## src/rtl/mem_arbiter_pkg.sv

```systemverilog
// Shared types for the two-port memory arbiter: FSM states and port indices.
// Latency: none (declarations only).
// Backpressure: not applicable.
package mem_arbiter_pkg;

    typedef enum logic [1:0] {
        IDLE   = 2'd0,
        ACCESS = 2'd1,
        DONE   = 2'd2
    } state_t;

    localparam logic PORT_CPU = 1'b0;
    localparam logic PORT_LDR = 1'b1;

    // One-hot ack pattern for a granted port index.
    function automatic logic [1:0] port_onehot(input logic port);
        return port ? 2'b10 : 2'b01;
    endfunction

endpackage

```

## src/rtl/mem_arbiter_arb_select.sv

```systemverilog
// Grant selection between CPU and loader ports; round-robin when MEM_ARBITER_RR_EN is defined, else CPU-fixed priority.
// Latency: purely combinational.
// Backpressure: none; the caller only consults grant while req is non-zero.
module arb_select
    import mem_arbiter_pkg::*;
(
    input  logic [1:0] req,
    input  logic       last,
    output logic       grant
);

`ifdef MEM_ARBITER_RR_EN
    // A lone request wins outright; a tie goes to the port not served last.
    always_comb begin
        grant = PORT_CPU;
        case (req)
            2'b01:   grant = PORT_CPU;
            2'b10:   grant = PORT_LDR;
            2'b11:   grant = ~last;
            default: grant = PORT_CPU;
        endcase
    end
`else
    // The last-grant input has no meaning under fixed priority.
    logic unused_last;
    assign unused_last = last;

    // CPU always wins whenever it is requesting.
    always_comb begin
        grant = PORT_CPU;
        if (!req[0] && req[1]) begin
            grant = PORT_LDR;
        end
    end
`endif

endmodule

```

## src/rtl/mem_arbiter.sv

```systemverilog
// Two-port (CPU / loader) memory arbiter with IDLE -> ACCESS (MEM_LAT cycles) -> DONE sequencing; optional round-robin via MEM_ARBITER_RR_EN.
// Latency: ack pulses MEM_LAT+1 cycles after the IDLE cycle that samples req.
// Backpressure: requesters hold req/addr/wdata/we until ack; requests arriving while busy simply wait.
module mem_arbiter
    import mem_arbiter_pkg::*;
#(
    parameter int AW      = 32,
    parameter int DW      = 32,
    parameter int MEM_LAT = 2
) (
    input  logic            clk,
    input  logic            reset,
    input  logic [1:0]      req,
    input  logic [1:0]      we,
    input  logic [2*AW-1:0] addr,
    input  logic [2*DW-1:0] wdata,
    output logic [1:0]      ack,
    output logic [DW-1:0]   rdata,
    output logic            mem_read,
    output logic            mem_write,
    output logic [AW-1:0]   mem_addr,
    output logic [DW-1:0]   mem_wdata,
    input  logic [DW-1:0]   mem_rdata,
    output logic            busy
);

    // Counter wide enough to hold MEM_LAT-1; at least one bit.
    localparam int CW = (MEM_LAT > 1) ? $clog2(MEM_LAT) : 1;

    state_t          state;
    state_t          state_nxt;
    logic [CW-1:0]   cnt;
    logic            gnt;
    logic            lat_we;
    logic [AW-1:0]   lat_addr;
    logic [DW-1:0]   lat_wdata;
    logic [DW-1:0]   rdata_q;
    logic            last_gnt;
    logic            sel;
    logic            take;

    // A grant happens only from IDLE with at least one request pending.
    assign take = (state == IDLE) && (req != 2'b00);

`ifdef MEM_ARBITER_RR_EN
    // Remember who was served last so ties alternate.
    always_ff @(posedge clk) begin
        if (reset) begin
            last_gnt <= PORT_LDR;
        end else if (take) begin
            last_gnt <= sel;
        end
    end
`else
    // Fixed priority keeps no history; the selector ignores this value.
    assign last_gnt = PORT_LDR;
`endif

    arb_select u_arb_select (
        .req   (req),
        .last  (last_gnt),
        .grant (sel)
    );

    // State register.
    always_ff @(posedge clk) begin
        if (reset) begin
            state <= IDLE;
        end else begin
            state <= state_nxt;
        end
    end

    // Next-state and output decode; strobes and ack are pure functions of state.
    always_comb begin
        state_nxt = state;
        mem_read  = 1'b0;
        mem_write = 1'b0;
        ack       = 2'b00;
        busy      = 1'b0;
        case (state)
            IDLE: begin
                if (req != 2'b00) begin
                    state_nxt = ACCESS;
                end
            end
            ACCESS: begin
                busy      = 1'b1;
                mem_read  = ~lat_we;
                mem_write = lat_we;
                if (cnt == '0) begin
                    state_nxt = DONE;
                end
            end
            DONE: begin
                busy      = 1'b1;
                ack       = port_onehot(gnt);
                state_nxt = IDLE;
            end
            default: begin
                state_nxt = IDLE;
            end
        endcase
    end

    // Transaction latch, access down-counter and read-data capture.
    always_ff @(posedge clk) begin
        if (reset) begin
            cnt       <= '0;
            gnt       <= PORT_CPU;
            lat_we    <= 1'b0;
            lat_addr  <= '0;
            lat_wdata <= '0;
            rdata_q   <= '0;
        end else if (take) begin
            cnt       <= CW'(MEM_LAT - 1);
            gnt       <= sel;
            lat_we    <= sel ? we[1] : we[0];
            lat_addr  <= sel ? addr[AW +: AW] : addr[0 +: AW];
            lat_wdata <= sel ? wdata[DW +: DW] : wdata[0 +: DW];
        end else if (state == ACCESS) begin
            if (cnt != '0) begin
                cnt <= cnt - CW'(1);
            end else if (!lat_we) begin
                rdata_q <= mem_rdata;
            end
        end
    end

    assign mem_addr  = lat_addr;
    assign mem_wdata = lat_wdata;
    assign rdata     = rdata_q;

endmodule

```

## config.mk

```make
export PLATFORM = sky130hd
export DESIGN_NAME = mem_arbiter
export DESIGN_NICKNAME = d
export VERILOG_FILES = /design/src/rtl/mem_arbiter_pkg.sv /design/src/rtl/mem_arbiter_arb_select.sv /design/src/rtl/mem_arbiter.sv
export SDC_FILE = /design/constraint.sdc
export NUM_CORES = 1
export LEC_CHECK = 0
export ABC_AREA = 1
export CAP_MARGIN = 0
export CELL_PAD_IN_SITES_DETAIL_PLACEMENT = 2
export CELL_PAD_IN_SITES_GLOBAL_PLACEMENT = 2
export CORE_MARGIN = 2
export CORE_UTILIZATION = 20
export CTS_BUF_LIST = sky130_fd_sc_hd__clkbuf_16
export CTS_CLUSTER_DIAMETER = 200
export DETAILED_ROUTE_END_ITERATION = 10
export PLACE_DENSITY_LB_ADDON = 0.1
export RECOVER_POWER = 50
export SKIP_CTS_REPAIR_TIMING = 1
export SLEW_MARGIN = 20
export SYNTH_ARGS = -nofsm -noshare
export SYNTH_HDL_FRONTEND = slang
export SYNTH_HIERARCHICAL = 1
export SYNTH_SLANG_ARGS = --single-unit
```

## constraint.sdc

```tcl
create_clock -name clk -period 4.2 [get_ports clk]
set_input_delay 0.63 -clock clk [delete_from_list [all_inputs] [get_ports clk]]
set_output_delay 0.63 -clock clk [all_outputs]
set_load 0.03 [all_outputs]
```

==> flow_summary.toml <==
[routing]
post-route-drc-count = 0
ant_nets = 0
drt_first_pass_iters = 4
post_dr_wirelength_cell_um = 14.7
dr_total_vias = 5385
detail_route.iter0.violations = 147
avgViaCountPerCell = 4.14
drt_wl_total_um = 19100

[run]
maxCapViolations = 0

[timing]
final.min_clock_period_ns = 2.95
finalCritPeriodShare_pct = 70.3
setup-violations-final = 0
transition_time_at_the_pin_with_the_least_slew_margin_ns = 0.887
number_of_hold_slack_violations_in_the_final_timing_report = 0
slew_margin_rel_pct = 40.6
peak_clock_frequency_supported_by_timing_ghz = 0.339
grt_setup_unrepaired = "no"
fin_hold_ws_ns = 0.481
timing.clock.skew_ns = 0.0101
post-route-worst-setup-slack_ns = 1.25
final_max_tran_viols = 0
final_sum_of_negative_setup_slack_ns = 0

[setup_path]
cp_common_cell = "sky130_fd_sc_hd__nor2_1"
crit_buf_inv = 2
crit_required_ns = 4.48
critPathKind = "input pin to flop"
setup.worst_path.start_class = "input pin"
crit_path_cell_trace = "dlygate4sd3_1, nor2_1, nor2_1, clkbuf_2, o21ai_0, nor2_1"
critical_path_sink_type = "flop"
worst_ep_arrival_time_ns = 3.23
critical_path.max_fanout = 34
critical_path.top_delay_family = "buffers and inverters"
cp_slowest_stage_delay_ns = 0.77
regToRegSetupSlack_ns = 1.53
worst_path_max_delay_cell = "sky130_fd_sc_hd__clkbuf_2"

[place]
post-dp-hpwl_um = 13900
io_buffer_count = 266
placedCellCount = 1285
routabilityCongestion = 0.721
preCtsSetupSlack_ns = 1.64

[hold_path]
hp-class = "flop to flop"

[power_and_ir_drop]
seq_power_share_pct = 35.8
cellPowerDensity_nw_per_um2 = 426
netSwitchingPower_mw = 1.33
cell_internal_pwr_mw = 2.05
static-leakage-power_nw = 3.65
share_clk_of_total_power_pct = 23.3
power.combinational.fraction_pct = 41.0
vdd_ir_drop_max_mv = 0.196
total_power_mw = 3.38
swShare_pct = 39.3

[global_route]
groute.usage.overall_pct = 15.0
largest_net_degree_at_the_start_of_global_routing = 99
first_global_vias = 5467
overflow = 0
grt_first_pass_wirelength_um = 29200
antenna_found_initial = 0

[floorplanning]
floorplan.core_area_um2 = 23500
die_w_um = 159
die-height_um = 159
io_pins = 267
floorplan.rows = 56
floorplan.die_area_um2 = 25200
initial_core_util_pct = 20.4

[clocking]
tritoncts.num_buffers = 9
root_buffer = "sky130_fd_sc_hd__clkbuf_16"
htree_num_levels = 3
clk_path_buf_depth = 2
clock_sinks = 101
worst_skew_pair.late_latency_ns = 0.35
cts.reportedPaths.clkPinSlew_ns = 0.08
cts_tree = "built"

[synthesis]
avgSynthCellArea_um2 = 6.46
synth-warning-count = 6
post_synth_instance_area_um2 = 4780
syn-instance-count = 740
syn-num-nets = 911

[outcome]
outcome = "completed"

[finish]
final_cells = 1301
num_antenna_cells = 0
drive_gt1_share_pct = 2.75
area_delta_synth_final_pct = 66.0
fill_cell_instance_count_of_the_final_layout = 2769
final_nets = 1148
[power by group through the flow]
stage / clock, mW / sequential, mW / combinational (mW)
finish: 0.786 / 1.21 / 1.38
global route: 0.865 / 1.23 / 1.53
global placement: 0 / 1.23 / 1.47
CTS: 0.834 / 1.22 / 1.49
detailed placement: 0 / 1.24 / 1.48
floorplan: 0 / 1.55 / 0.498
[registers in the layout, summed over array words and instances (netlist names)]
| name | cells |
|---|---|
| rdata | 32 |
| cnt | 1 |
| gnt | 1 |
| lat_we | 1 |
| mem_wdata | 32 |
| mem_addr | 32 |
| state | 2 |
[tightest hold or removal path, stage by stage (launching register included)]
cell and delay, ns:
sky130_fd_sc_hd__dfxtp_1 0.33, sky130_fd_sc_hd__nor2_1 0.04, sky130_fd_sc_hd__nor2_1 0.08
[layout by cell type, fill, tap and decap left out]
cell and n:
sky130_fd_sc_hd__nor2_1 202, sky130_fd_sc_hd__clkdlybuf4s50_1 169, sky130_fd_sc_hd__inv_1 107, sky130_fd_sc_hd__nand2_1 105, sky130_fd_sc_hd__o21ai_0 101, sky130_fd_sc_hd__dfxtp_1 101, sky130_fd_sc_hd__dlygate4sd3_1 97, sky130_fd_sc_hd__nand3_1 35
sky130_fd_sc_hd__o21ai_1 30, sky130_fd_sc_hd__clkbuf_16 9, sky130_fd_sc_hd__ha_1 5, sky130_fd_sc_hd__buf_4 4, sky130_fd_sc_hd__clkinvlp_4 3, sky130_fd_sc_hd__inv_2 2, sky130_fd_sc_hd__nor2_4 2, sky130_fd_sc_hd__a21oi_1 2
sky130_fd_sc_hd__buf_12 2, sky130_fd_sc_hd__o21ai_4 1, sky130_fd_sc_hd__nor2_2 1, sky130_fd_sc_hd__clkinv_2 1, sky130_fd_sc_hd__clkinv_4 1, sky130_fd_sc_hd__clkinv_1 1, sky130_fd_sc_hd__clkbuf_2 1
[metal layers]
metal | vias up | wire length (µm) | global-route usage, %
met5 | - | 0 | 0
met4 | 0 | 269 | 4.89
li1 | 2722 | - | -
met2 | 145 | 8980 | 25.0
met1 | 2504 | 8380 | 18.4
met3 | 14 | 1450 | 4.82
[metrics by stage]
| stage | util [%] | cell area, µm² |
|---|---|---|
| floorplan | - | 4780 |
| global placement | 32.7 | 7680 |
| detailed placement | 32.7 | 7680 |
| CTS | 33.9 | 7950 |
| global route | 33.8 | 7930 |
| finish | 33.8 | 7930 |
[final timing paths]
kind	depth (start not counted)	from	to
setup reg to reg	7	state[0]$_SDFFE_PP0P_	mem_addr[21]$_SDFFE_PP0P_
setup / recovery	6	req[0]	mem_addr[21]$_SDFFE_PP0P_
hold / removal	2	rdata[25]$_SDFFE_PP0P_	rdata[25]$_SDFFE_PP0P_
hold reg to reg	2	rdata[25]$_SDFFE_PP0P_	rdata[25]$_SDFFE_PP0P_
[final cells by class]
type	instances	area (µm²)	area share, %
multi-input combinational	484	2100	26.5
clock buffer	9	225	2.84
timing repair buffer	273	2740	34.5
tap	319	399	5.03
clock inverter	7	43.8	0.552
sequential	101	2020	25.5
inverter	108	405	5.11
(Power assumes the default switching activity.)
